<file path="config.mk">
export PLATFORM = sky130hd
export DESIGN_NAME = prog_loader_flat
export DESIGN_NICKNAME = d
export VERILOG_FILES = /design/src/rtl/prog_loader_if.sv /design/src/rtl/prog_loader.sv /design/src/flat_wrapper.sv
export SDC_FILE = /design/constraint.sdc
export NUM_CORES = 1
export LEC_CHECK = 0
export BUFFER_PORTS_ARGS = -buffer_cell sky130_fd_sc_hd__buf_2
export CORE_ASPECT_RATIO = 1.5
export CORE_MARGIN = 2
export CORE_UTILIZATION = 58
export CTS_CLUSTER_SIZE = 28
export DETAILED_ROUTE_END_ITERATION = 10
export PLACE_DENSITY = 0.87
export SLEW_MARGIN = 5
export SYNTH_ARGS = -nofsm -noshare
export SYNTH_HDL_FRONTEND = slang
export SYNTH_SLANG_ARGS = --single-unit
</file>
<file path="constraint.sdc">
create_clock -name clk -period 2.65 [get_ports clk]
set_input_delay 0.53 -clock clk [delete_from_list [all_inputs] [get_ports clk]]
set_output_delay 0.53 -clock clk [all_outputs]
set_load 0.01 [all_outputs]
</file>
<file path="src/rtl/prog_loader_if.sv">
// prog_loader_if -- host download / core fetch bundle for prog_loader.
//   load_req    : host request to start or restart a program download
//   in_data     : download byte from the host
//   in_valid    : in_data is valid
//   in_ready    : loader accepts a byte when in_valid && in_ready
//   pc_addr     : core program-counter read address (N bits)
//   instruction : program byte at pc_addr (8'h00 unless running)
//   core_rst    : active-low hold-in-reset for the core, high only when running
//   busy        : download or checksum phase in progress
//   error       : last download failed its checksum
// master = host/core side, slave = loader side.
interface prog_loader_if #(
  parameter int N = 2
);
  logic         load_req;
  logic [7:0]   in_data;
  logic         in_valid;
  logic         in_ready;
  logic [N-1:0] pc_addr;
  logic [7:0]   instruction;
  logic         core_rst;
  logic         busy;
  logic         error;

  modport master (
    output load_req, in_data, in_valid, pc_addr,
    input  in_ready, instruction, core_rst, busy, error
  );

  modport slave (
    input  load_req, in_data, in_valid, pc_addr,
    output in_ready, instruction, core_rst, busy, error
  );
endinterface

</file>
<file path="src/rtl/prog_loader.sv">
// prog_loader -- downloads a 2^N-byte program from a host, verifies it with
// an 8-bit additive checksum and then releases the core from reset while
// serving instruction bytes from the program store.
//   clk : single clock, rising edge
//   rst : asynchronous, active-low reset
//   bus : prog_loader_if.slave (download handshake, fetch port, status)
// Download framing: 2^N data bytes followed by one checksum byte equal to
// the sum of the data bytes modulo 256.
module prog_loader #(
  parameter int N = 2
) (
  input  logic           clk,
  input  logic           rst,
  prog_loader_if.slave   bus
);

  typedef enum logic [2:0] {
    IDLE  = 3'd0,
    LOAD  = 3'd1,
    CHECK = 3'd2,
    RUN   = 3'd3,
    ERROR = 3'd4
  } state_t;

  localparam int DEPTH = 1 << N;

  state_t       state_reg, state_next;
  logic [N-1:0] wr_ptr_reg;
  logic [7:0]   sum_reg;
  logic [7:0]   mem [DEPTH];

  logic in_ready_int;
  logic accept;
  logic wr_en;
  logic last_byte;

  // A pending load_req blocks acceptance so a restart never consumes a byte.
  assign in_ready_int = ((state_reg == LOAD) || (state_reg == CHECK)) && !bus.load_req;
  assign accept       = bus.in_valid && in_ready_int;
  assign wr_en        = accept && (state_reg == LOAD);
  assign last_byte    = (wr_ptr_reg == {N{1'b1}});

  // State register
  always_ff @(posedge clk or negedge rst) begin
    if (!rst) begin
      state_reg <= IDLE;
    end else begin
      state_reg <= state_next;
    end
  end

  // Next-state logic
  always_comb begin
    state_next = state_reg;
    if (bus.load_req) begin
      state_next = LOAD;
    end else begin
      case (state_reg)
        LOAD:    if (accept && last_byte) state_next = CHECK;
        CHECK:   if (accept) state_next = (bus.in_data == sum_reg) ? RUN : ERROR;
        default: state_next = state_reg;
      endcase
    end
  end

  // Output decode from the state register
  always_comb begin
    bus.in_ready    = in_ready_int;
    bus.core_rst    = (state_reg == RUN);
    bus.busy        = (state_reg == LOAD) || (state_reg == CHECK);
    bus.error       = (state_reg == ERROR);
    bus.instruction = 8'h00;
    if (state_reg == RUN) begin
      bus.instruction = mem[bus.pc_addr];
    end
  end

  // Write pointer and running sum; load_req clears both from any state.
  // The pointer wraps to 0 after the last data byte, ready for the next load.
  always_ff @(posedge clk or negedge rst) begin
    if (!rst) begin
      wr_ptr_reg <= '0;
      sum_reg    <= 8'h00;
    end else if (bus.load_req) begin
      wr_ptr_reg <= '0;
      sum_reg    <= 8'h00;
    end else if (wr_en) begin
      wr_ptr_reg <= wr_ptr_reg + N'(1);
      sum_reg    <= sum_reg + bus.in_data;
    end
  end

  // Program store: one register per entry so reset can clear every byte.
  generate
    for (genvar gi = 0; gi < DEPTH; gi++) begin : g_mem
      always_ff @(posedge clk or negedge rst) begin
        if (!rst) begin
          mem[gi] <= 8'h00;
        end else if (wr_en && (wr_ptr_reg == N'(gi))) begin
          mem[gi] <= bus.in_data;
        end
      end
    end
  endgenerate

endmodule

</file>
<file path="src/flat_wrapper.sv">
// flat-port wrapper written by rule: the top's interface ports become plain ports
module prog_loader_flat 
#(
  parameter int N = 2
)
  (clk, rst, bus_load_req, bus_in_data, bus_in_valid, bus_pc_addr, bus_in_ready, bus_instruction, bus_core_rst, bus_busy, bus_error);
  prog_loader_if #(.N(N)) bus_i ();
  input  logic clk;
  input  logic rst;
  input wire logic [$bits(bus_i.load_req)-1:0] bus_load_req;
  input wire logic [$bits(bus_i.in_data)-1:0] bus_in_data;
  input wire logic [$bits(bus_i.in_valid)-1:0] bus_in_valid;
  input wire logic [$bits(bus_i.pc_addr)-1:0] bus_pc_addr;
  output wire logic [$bits(bus_i.in_ready)-1:0] bus_in_ready;
  output wire logic [$bits(bus_i.instruction)-1:0] bus_instruction;
  output wire logic [$bits(bus_i.core_rst)-1:0] bus_core_rst;
  output wire logic [$bits(bus_i.busy)-1:0] bus_busy;
  output wire logic [$bits(bus_i.error)-1:0] bus_error;
  assign bus_i.load_req = bus_load_req;
  assign bus_i.in_data = bus_in_data;
  assign bus_i.in_valid = bus_in_valid;
  assign bus_i.pc_addr = bus_pc_addr;
  assign bus_in_ready = bus_i.in_ready;
  assign bus_instruction = bus_i.instruction;
  assign bus_core_rst = bus_i.core_rst;
  assign bus_busy = bus_i.busy;
  assign bus_error = bus_i.error;
  prog_loader #(.N(N)) u_core (.clk(clk), .rst(rst), .bus(bus_i));
endmodule
</file>
==> flow_metrics.py, run 1 <==
metrics = {
    "status": {
        "outcome": "finished clean",
    },
    "layout": {
        "largest_reg_flops": 32,
        "syn2layout_area_growth_pct": 10.5,
        "final_common_cell": "dfrtp_1",
        "final_core_util_pct": 65.7,
        "antenna_cells": 0,
        "num-nets-final": 253,
        "layout-drive-gt1-share_pct": 34.4,
        "layout_common_cells": "45 x dfrtp_1, 30 x mux2_2, 25 x buf_2, 11 x ha_1",
    },
    "power": {
        "power.leakage_nw": 1.30,
        "power_density_nw_per_um2": 850,
        "max-vdd-ir-drop_mv": 0.495,
    },
    "logic_synthesis": {
        "synth.distinct_cells": 42,
        "synth_top_area_share_pct": 45.4,
        "avgSynthCellArea_um2": 12.3,
        "synth_edf_count": 0,
        "yosys-top-cells-area": "dfrtp_1 45%, mux2_2 14%, mux4_2 7.3%",
        "yosysSeqAreaShare_pct": 45.4,
        "syn-num-nets": 228,
        "synth_seq_cells": 45,
        "synth_warnings": 0,
        "netlist_area_um2": 2480,
        "synthArstFlopShare_pct": 100,
        "synth-main-ff-cell": "dfrtp_1",
        "yosysTopAreaCell": "dfrtp_1",
        "syn_inst": 202,
    },
    "drt": {
        "drt-total-wl_mm": 4.65,
        "vias": 1644,
        "drt_iter0_markers": 42,
        "final_antenna_net_count": 0,
        "drt_pre_antenna_iters": 4,
        "drcViolationCount": 0,
        "via_per_inst": 6.02,
        "avgRoutedWirePerCell_um": 17.0,
    },
    "job": {
        "drv_cap": 0,
    },
    "clocking": {
        "cts_root_buffer": "clkbuf_8",
        "cts.path.max_buffers": 2,
        "clock_sinks": 45,
        "cts_resized": 0,
        "postCtsHoldBufs": 0,
        "htreeDepth": 2,
        "clk_pin_slew_worst_paths_ns": 0.08,
        "clock_latency_ns": 0.30,
        "cts_tree": "done",
        "cts_setup_buffers": 0,
        "cts_buffers": 5,
    },
    "sta": {
        "worst_slack_ns": 0.488,
        "setup_violations": 0,
        "skew_ns": 0.00811,
        "fmaxAchievable_mhz": 463,
        "maxSlewViolCount": 0,
        "period_share_pct": 81.6,
        "rsz0062_at_grt": "false",
        "final_hold_viol_count": 0,
        "fin_tns_setup_ns": 0,
        "worstMarginPinSlew_ns": 0.538,
        "fin_crit_ns": 2.16,
        "slew_headroom_pct": 64.0,
    },
    "critical_path": {
        "path_common_cell": "buf_2",
        "critPathBufInv": 2,
        "cp_max_fo": 8,
        "cp-startpoint": "bus_pc_addr[0]",
        "reg2reg_from": "u_core.sum_reg[0]$_DFFE_PN0P_",
        "required_ns": 2.12,
        "critical_path_class": "in -> out",
        "crit_arrival_ns": 1.63,
        "critPathMaxStageDelay_ns": 0.54,
        "startpoint_type": "input port",
        "end_kind": "output port",
        "worstPathCellList": "buf_2 > mux4_2 > nor2b_1 > buf_2",
        "cp_slowest_cell": "mux4_2",
        "crit_family": "multiplexers",
    },
    "grt": {
        "grt_max_degree": 36,
        "grt_pass1_vias": 1681,
        "grt_pass1_wl_mm": 8.09,
        "track_usage_pct": 21.6,
        "antenna_found_initial": 0,
        "overflow": 0,
    },
    "placed_design": {
        "gp_congestion": 0.837,
        "dp_slack_ns": 0.315,
        "portBuffers": 25,
        "place_hpwl_mm": 3.42,
    },
    "floorplan": {
        "initial_core_util_pct": 59.4,
        "core-area_um2": 4170,
        "die_y_um": 84.1,
        "rows": 29,
        "die_x_um": 57.4,
        "die_area_um2": 4830,
        "io_pins": 26,
    },
    "worst_hold_path": {
        "hp-class": "in -> async",
    },
}
## cell usage after synthesis (3+ instances only)
master    instances
mux4_2            8
nand2_4           3
ha_1             11
nor3_1            3
xnor2_1           4
dfrtp_1          45
inv_1             6
a21oi_1           6
nand3b_1          8
nand3_1           3
nor2_1            6
a21o_1            3
nor2b_1          10
a211oi_1          3
nand2_1           8
mux2_2           30
clkbuf_1          6
o21ai_0          10
## routing by layer
metal  vias to the layer above  wire length (um)  track usage (%)
met2                        28              2510             36.3
met5                         -                 0                0
li1                        785                 -                -
met4                         0                85             9.30
met3                         9               130             3.72
met1                       822              1920             26.9
## area by class of cell
class | count | area (um2)
Clock buffer | 5 | 68.8
Clock inverter | 2 | 35.0
Fill cell | 314 | 1430
Inverter | 6 | 22.5
Multi-Input combinational cell | 143 | 1300
Sequential cell | 45 | 1130
Tap cell | 46 | 57.6
Timing Repair Buffer | 26 | 133
## worst paths after layout
check	endpoint	slack [ns]	cells past startpoint
worst max-delay path	bus_instruction[6]	0.49	4
worst min register to register	u_core.mem[9]$_DFFE_PN0P_	0.49	1
min in group clk	u_core.mem[9]$_DFFE_PN0P_	0.49	1
worst min-delay path	u_core.wr_ptr_reg[1]$_DFFE_PN0P_	0.09	1
worst max register to register	u_core.sum_reg[6]$_DFFE_PN0P_	0.54	6
max in group asynchronous	u_core.sum_reg[2]$_DFFE_PN0P_	1.83	2
## cell families (layout without fill, tap and decap cells)
logic type | count (synthesis) | count (layout) | share of synthesized area [%]
XOR/XNOR | 5 | 5 | 1.77
multiplexers | 40 | 40 | 21.9
adder cells (fa/ha/maj) | 12 | 12 | 6.36
flip-flops | 45 | 45 | 45.4
buffers and inverters | 14 | 39 | 2.22
AO/OA/AOI/OAI | 31 | 31 | 8.02
AND/OR/NAND/NOR | 55 | 55 | 14.3
## per-stage QoR
stage | hold WS (ns) | std cells | area [um2] | total power [mW]
3_5_place_dp | 0.421 | 266 | 2640 | 1.85
2_1_floorplan | 0.234 | 202 | 2480 | 1.67
6_report | 0.0937 | 273 | 2740 | 2.33
5_1_grt | 0.0931 | 273 | 2740 | 2.48
4_1_cts | 0.0979 | 273 | 2740 | 2.35
3_3_place_gp | 0.421 | 266 | 2640 | 1.80
## power by group
part           total, mW  internal [mW]  switching [mW]  leakage (nW)
logic              0.740          0.437           0.303         0.678
registers           1.10          0.950           0.149         0.570
clock network      0.493          0.274           0.219        0.0540
No activity file was read; power rests on OpenSTA's default activity.
==> inputs of run 2 (changes only) <==
--- a/config.mk
+++ b/config.mk
@@ -8,10 +8,10 @@
 export BUFFER_PORTS_ARGS = -buffer_cell sky130_fd_sc_hd__buf_2
 export CORE_ASPECT_RATIO = 1.5
 export CORE_MARGIN = 2
-export CORE_UTILIZATION = 58
+export CORE_UTILIZATION = 53
 export CTS_CLUSTER_SIZE = 28
 export DETAILED_ROUTE_END_ITERATION = 10
-export PLACE_DENSITY = 0.87
+export PLACE_DENSITY = 0.84
 export SLEW_MARGIN = 5
 export SYNTH_ARGS = -nofsm -noshare
 export SYNTH_HDL_FRONTEND = slang
==> constraint.sdc (replaced) <==
create_clock -name clk -period 1.8 [get_ports clk]
set_input_delay 0.36 -clock clk [delete_from_list [all_inputs] [get_ports clk]]
set_output_delay 0.36 -clock clk [all_outputs]
set_load 0.01 [all_outputs]
==> flow_metrics.py, run 2 (synthesis results as in run 1) <==
metrics = {
    "clocking": {
        "cts_buffers": 5,
        "clock_sinks": 45,
        "cts.path.max_buffers": 2,
        "cts_tree": "done",
        "clock_latency_ns": 0.29,
        "cts_root_buffer": "clkbuf_8",
        "clk_pin_slew_worst_paths_ns": 0.08,
        "htreeDepth": 2,
    },
    "sta": {
        "fin_tns_setup_ns": 0,
        "worst_slack_ns": 0.0103,
        "setup_violations": 0,
        "fmaxAchievable_mhz": 559,
        "fin_hold_ws_ns": 0.136,
        "maxSlewViolCount": 0,
        "slew_headroom_pct": 61.8,
        "fin_crit_ns": 1.79,
        "final_hold_viol_count": 0,
        "worstMarginPinSlew_ns": 0.573,
        "period_share_pct": 99.4,
        "rsz0062_at_grt": "true",
        "skew_ns": 0.00310,
    },
    "layout": {
        "final_core_util_pct": 64.1,
        "num-nets-final": 267,
        "final_common_cell": "dfrtp_1",
        "fillers": 342,
        "layout-drive-gt1-share_pct": 40.2,
        "antenna_cells": 0,
        "largest_reg_flops": 32,
        "layout_common_cells": "44 x dfrtp_1, 30 x mux2_2, 24 x buf_2, 14 x buf_4, 10 x ha_1",
        "syn2layout_area_growth_pct": 16.4,
    },
    "grt": {
        "grtUsageMet3_pct": 3.55,
        "gr-usage-met2_pct": 34.6,
        "overflow": 0,
        "antenna_found_initial": 0,
        "track_usage_pct": 19.8,
        "gr-usage-met1_pct": 22.8,
        "grt_pass1_wl_mm": 7.67,
        "grt_pass1_vias": 1626,
        "grt_max_degree": 46,
        "grt-busiest-layer": "met2",
    },
    "drt": {
        "final_antenna_net_count": 0,
        "vias": 1708,
        "avgRoutedWirePerCell_um": 16.5,
        "drt-total-wl_mm": 4.76,
        "drt_pre_antenna_iters": 4,
        "drt_iter0_markers": 39,
        "via_per_inst": 5.91,
        "drcViolationCount": 0,
    },
    "floorplan": {
        "rows": 30,
        "core-area_um2": 4500,
        "die_area_um2": 5250,
        "io_pins": 26,
        "die_y_um": 87.8,
        "die_x_um": 59.9,
        "initial_core_util_pct": 55.1,
    },
    "power": {
        "max-vdd-ir-drop_mv": 0.478,
        "power_density_nw_per_um2": 1230,
        "switching_share_pct": 28.6,
        "p_clk_share_pct": 20.7,
        "power.leakage_nw": 1.38,
        "intPower_mw": 2.53,
        "p_sw_mw": 1.01,
        "combPwrFrac_pct": 33.5,
        "p_seq_share_pct": 45.8,
    },
    "critical_path": {
        "critical_path_class": "reg -> reg",
        "cp_max_fo": 2,
        "startpoint_type": "flip-flop",
        "end_kind": "flip-flop",
        "required_ns": 2.03,
        "crit_arrival_ns": 2.02,
    },
    "placed_design": {
        "portBuffers": 25,
        "gp_congestion": 0.833,
        "dp_slack_ns": -0.156,
        "place_hpwl_mm": 3.55,
    },
    "worst_hold_path": {
        "hp-class": "in -> async",
    },
    "job": {
        "drv_cap": 0,
    },
    "status": {
        "outcome": "finished clean",
    },
}
[run 2: changes by cell type in the layout (fill, tap and decap cells not counted), sizes merged]
| cell | change |
|---|---|
| buf | +14 |
[run 2: layout make-up]
cell class | count | area [um2] | share of cell area [%]
flip-flops and latches | 45 | 1130 | 39.1
clock buffers | 5 | 68.8 | 2.38
well taps | 48 | 60.1 | 2.08
inverters | 6 | 22.5 | 0.780
multi-input cells | 143 | 1320 | 45.6
repair buffers | 40 | 256 | 8.89
clock inverters | 2 | 35.0 | 1.21
[run 2: stage by stage]
step	area (um2)	std cells	total power, mW
after floorplan	2490	202	2.47
after global placement	2730	277	2.70
after detailed placement	2730	277	2.77
after CTS	2850	286	3.52
after global routing	2890	289	3.74
final	2890	289	3.54
[run 2: layer usage]
layer  share of wire [%]  routed length (um)  up-vias
li1                    -                   -      818
met1                  41                1960      846
met2                  54                2590       38
met3                 2.6                 125        6
met4                 1.7                  82        0
met5                   0                   0        -
[run 2: power groups by stage]
stage	registers [mW]	clock network, mW	logic (mW)
global placement	1.61	0	1.09
CTS	1.62	0.746	1.15
finish	1.62	0.731	1.18
detailed placement	1.64	0	1.13
floorplan	1.56	0	0.911
global route	1.66	0.782	1.29
[run 2: worst paths after layout]
kind / start / endpoint / slack, ns / depth (start not counted)
min in group clk: bus_load_req / u_core.wr_ptr_reg[0]$_DFFE_PN0P_ / 0.34 / 2
hold reg to reg: u_core.mem[14]$_DFFE_PN0P_ / u_core.mem[14]$_DFFE_PN0P_ / 0.51 / 1
setup reg to reg: u_core.sum_reg[0]$_DFFE_PN0P_ / u_core.sum_reg[6]$_DFFE_PN0P_ / 0.01 / 6
setup / recovery: u_core.sum_reg[0]$_DFFE_PN0P_ / u_core.sum_reg[6]$_DFFE_PN0P_ / 0.01 / 6
hold / removal: rst / u_core.mem[2]$_DFFE_PN0P_ / 0.14 / 2
max in group asynchronous: rst / u_core.state_reg[0]$_DFFE_PN0P_ / 1.24 / 2
[run 2: repair_timing]
item | 4_1_cts | 5_1_grt
resized for setup | 1 | 3
pin swaps | 2 | 4
setup buffers | 2 | 3
setup endpoints to repair | 1 | 6
hold buffers | 0 | 0
[run 2: worst max-delay path, stage by stage, from the launching register on]
cell	delay (ns)
dfrtp_1	0.39
ha_2	0.19
fa_2	0.35
a211oi_2	0.23
o21ai_1	0.13
a2111o_1	0.37
nand3_1	0.08
==> inputs of run 3 (changes only) <==
--- a/config.mk
+++ b/config.mk
@@ -8,10 +8,12 @@
 export BUFFER_PORTS_ARGS = -buffer_cell sky130_fd_sc_hd__buf_2
 export CORE_ASPECT_RATIO = 1.5
 export CORE_MARGIN = 2
-export CORE_UTILIZATION = 53
+export CORE_UTILIZATION = 55
+export CTS_BUF_LIST = sky130_fd_sc_hd__clkbuf_8
 export CTS_CLUSTER_SIZE = 28
 export DETAILED_ROUTE_END_ITERATION = 10
-export PLACE_DENSITY = 0.84
+export MAX_ROUTING_LAYER = met4
+export PLACE_DENSITY = 0.86
 export SLEW_MARGIN = 5
 export SYNTH_ARGS = -nofsm -noshare
 export SYNTH_HDL_FRONTEND = slang
==> flow_metrics.py, run 3 (synthesis results as in run 1) <==
metrics = {
    "floorplan": {
        "rows": 29,
        "initial_core_util_pct": 57.9,
        "core-area_um2": 4280,
        "die_area_um2": 5070,
        "die_y_um": 86.2,
        "io_pins": 26,
        "die_x_um": 58.8,
    },
    "critical_path": {
        "cp_slowest_cell": "dfrtp_1",
        "crit_arrival_ns": 2.06,
        "reg2reg_depth": 6,
        "rrSetupSlack_ns": -0.01,
        "critPathMaxStageDelay_ns": 0.42,
        "critical_path_class": "reg -> reg",
        "critPathBufInv": 0,
        "reg2reg_to": "u_core.sum_reg[6]$_DFFE_PN0P_",
        "startpoint_type": "flip-flop",
        "cp_max_fo": 2,
        "required_ns": 2.04,
        "crit_family": "compound AO/OA/AOI/OAI gates",
        "worstPathCellList": "ha_4 > fa_2 > a211oi_2 > o21ai_2 > a2111o_1 > nand3_2",
        "end_kind": "flip-flop",
        "reg2reg_from": "u_core.sum_reg[0]$_DFFE_PN0P_",
    },
    "grt": {
        "grt_max_degree": 46,
        "track_usage_pct": 23.6,
        "grt_pass1_wl_mm": 8.60,
        "grt_pass1_vias": 1821,
        "antenna_found_initial": 0,
        "overflow": 0,
    },
    "sta": {
        "slew_headroom_pct": 62.3,
        "period_share_pct": 101,
        "worstMarginPinSlew_ns": 0.566,
        "fmaxAchievable_mhz": 552,
        "rsz0062_at_grt": "true",
        "fin_hold_ws_ns": 0.131,
        "fin_crit_ns": 1.81,
        "fin_tns_setup_ns": -0.0217,
        "maxSlewViolCount": 0,
        "skew_ns": 0.00451,
        "final_hold_viol_count": 0,
        "worst_slack_ns": -0.0123,
        "setup_violations": 3,
    },
    "power": {
        "power_density_nw_per_um2": 1260,
        "combPwrFrac_pct": 34.4,
        "switching_share_pct": 29.7,
        "p_seq_share_pct": 44.1,
        "p_clk_share_pct": 21.4,
        "power.leakage_nw": 1.41,
        "max-vdd-ir-drop_mv": 0.554,
        "p_sw_mw": 1.11,
        "intPower_mw": 2.62,
    },
    "clocking": {
        "cts_tree": "done",
        "cts_buffers": 5,
        "htreeDepth": 2,
        "cts_root_buffer": "clkbuf_8",
        "clock_sinks": 45,
        "clk_pin_slew_worst_paths_ns": 0.09,
        "clock_latency_ns": 0.30,
        "postCtsHoldBufs": 0,
        "cts.path.max_buffers": 2,
    },
    "status": {
        "violations": "DRC, setup timing",
        "outcome": "finished, violations left",
    },
    "drt": {
        "vias": 1753,
        "drt_iter0_markers": 98,
        "via_per_inst": 6.02,
        "drcViolationCount": 3,
        "avgRoutedWirePerCell_um": 18.3,
        "drt-total-wl_mm": 5.32,
        "final_antenna_net_count": 0,
        "drt_pre_antenna_iters": 7,
    },
    "layout": {
        "syn2layout_area_growth_pct": 18.9,
        "largest_reg_flops": 32,
        "final_common_cell": "dfrtp_1",
        "layout-drive-gt1-share_pct": 43.3,
        "layout_common_cells": "44 x dfrtp_1, 30 x mux2_2, 25 x buf_2, 17 x buf_4",
        "num-nets-final": 270,
        "antenna_cells": 0,
    },
    "placed_design": {
        "gp_congestion": 0.823,
        "portBuffers": 25,
        "place_hpwl_mm": 3.63,
    },
    "worst_hold_path": {
        "hp-class": "in -> async",
    },
    "job": {
        "drv_cap": 0,
    },
}
-- run 3: per-stage QoR --
step           worst slack [ns]  power [mW]  instances  utilization [%]  cell area (um2)
2_1_floorplan            0.0187        2.47        202                -             2490
3_3_place_gp             -0.114        2.71        276             63.8             2730
3_5_place_dp             -0.155        2.80        276             63.8             2730
4_1_cts                 -0.0274        3.64        287             67.4             2880
5_1_grt                  -0.112        3.91        291             68.9             2950
6_report                -0.0123        3.73        291             68.9             2950
-- run 3: repair_timing --
action,4_1_cts,5_1_grt
endpoints found under the setup margin,4,12
setup buffers,3,4
resized for setup,3,6
pin swaps,5,4
endpoints found under the hold margin,0,0
-- run 3: power groups by stage --
stage	Sequential, mW	Clock, mW	Combinational (mW)
after floorplan	1.56	0	0.911
after global placement	1.61	0	1.10
after detailed placement	1.65	0	1.15
after CTS	1.64	0.811	1.19
after global routing	1.68	0.842	1.39
final	1.64	0.799	1.28
-- run 3: layout make-up --
cell class              count  area (um2)
fillers                   291        1330
clock inverters             2        37.5
clock buffers               6        82.6
repair buffers             43         273
inverters                   6        22.5
flip-flops and latches     45        1130
well taps                  46        57.6
multi-input cells         143        1350
-- run 3: worst max path at each step --
| stage | from | endpoint | slack, ns | cells after the start |
|---|---|---|---|---|
| floorplan | bus_in_data[0] | u_core.sum_reg[6]$_DFFE_PN0P_ | 0.02 | 6 |
| global placement | bus_in_data[0] | u_core.sum_reg[6]$_DFFE_PN0P_ | -0.11 | 7 |
| detailed placement | bus_in_data[0] | u_core.sum_reg[6]$_DFFE_PN0P_ | -0.15 | 7 |
| CTS | u_core.sum_reg[0]$_DFFE_PN0P_ | u_core.sum_reg[6]$_DFFE_PN0P_ | -0.03 | 6 |
| global route | u_core.sum_reg[0]$_DFFE_PN0P_ | u_core.sum_reg[6]$_DFFE_PN0P_ | -0.11 | 8 |
| finish | u_core.sum_reg[0]$_DFFE_PN0P_ | u_core.sum_reg[6]$_DFFE_PN0P_ | -0.01 | 6 |
-- run 3: layer usage --
layer / share of wire (%) / wire [um] / track usage [%]
met1: 40 / 2140 / 25.9
met2: 55 / 2910 / 40.9
met3: 2.8 / 151 / 3.43
met4: 2.4 / 129 / 11.6
met5: 0 / 0 / -
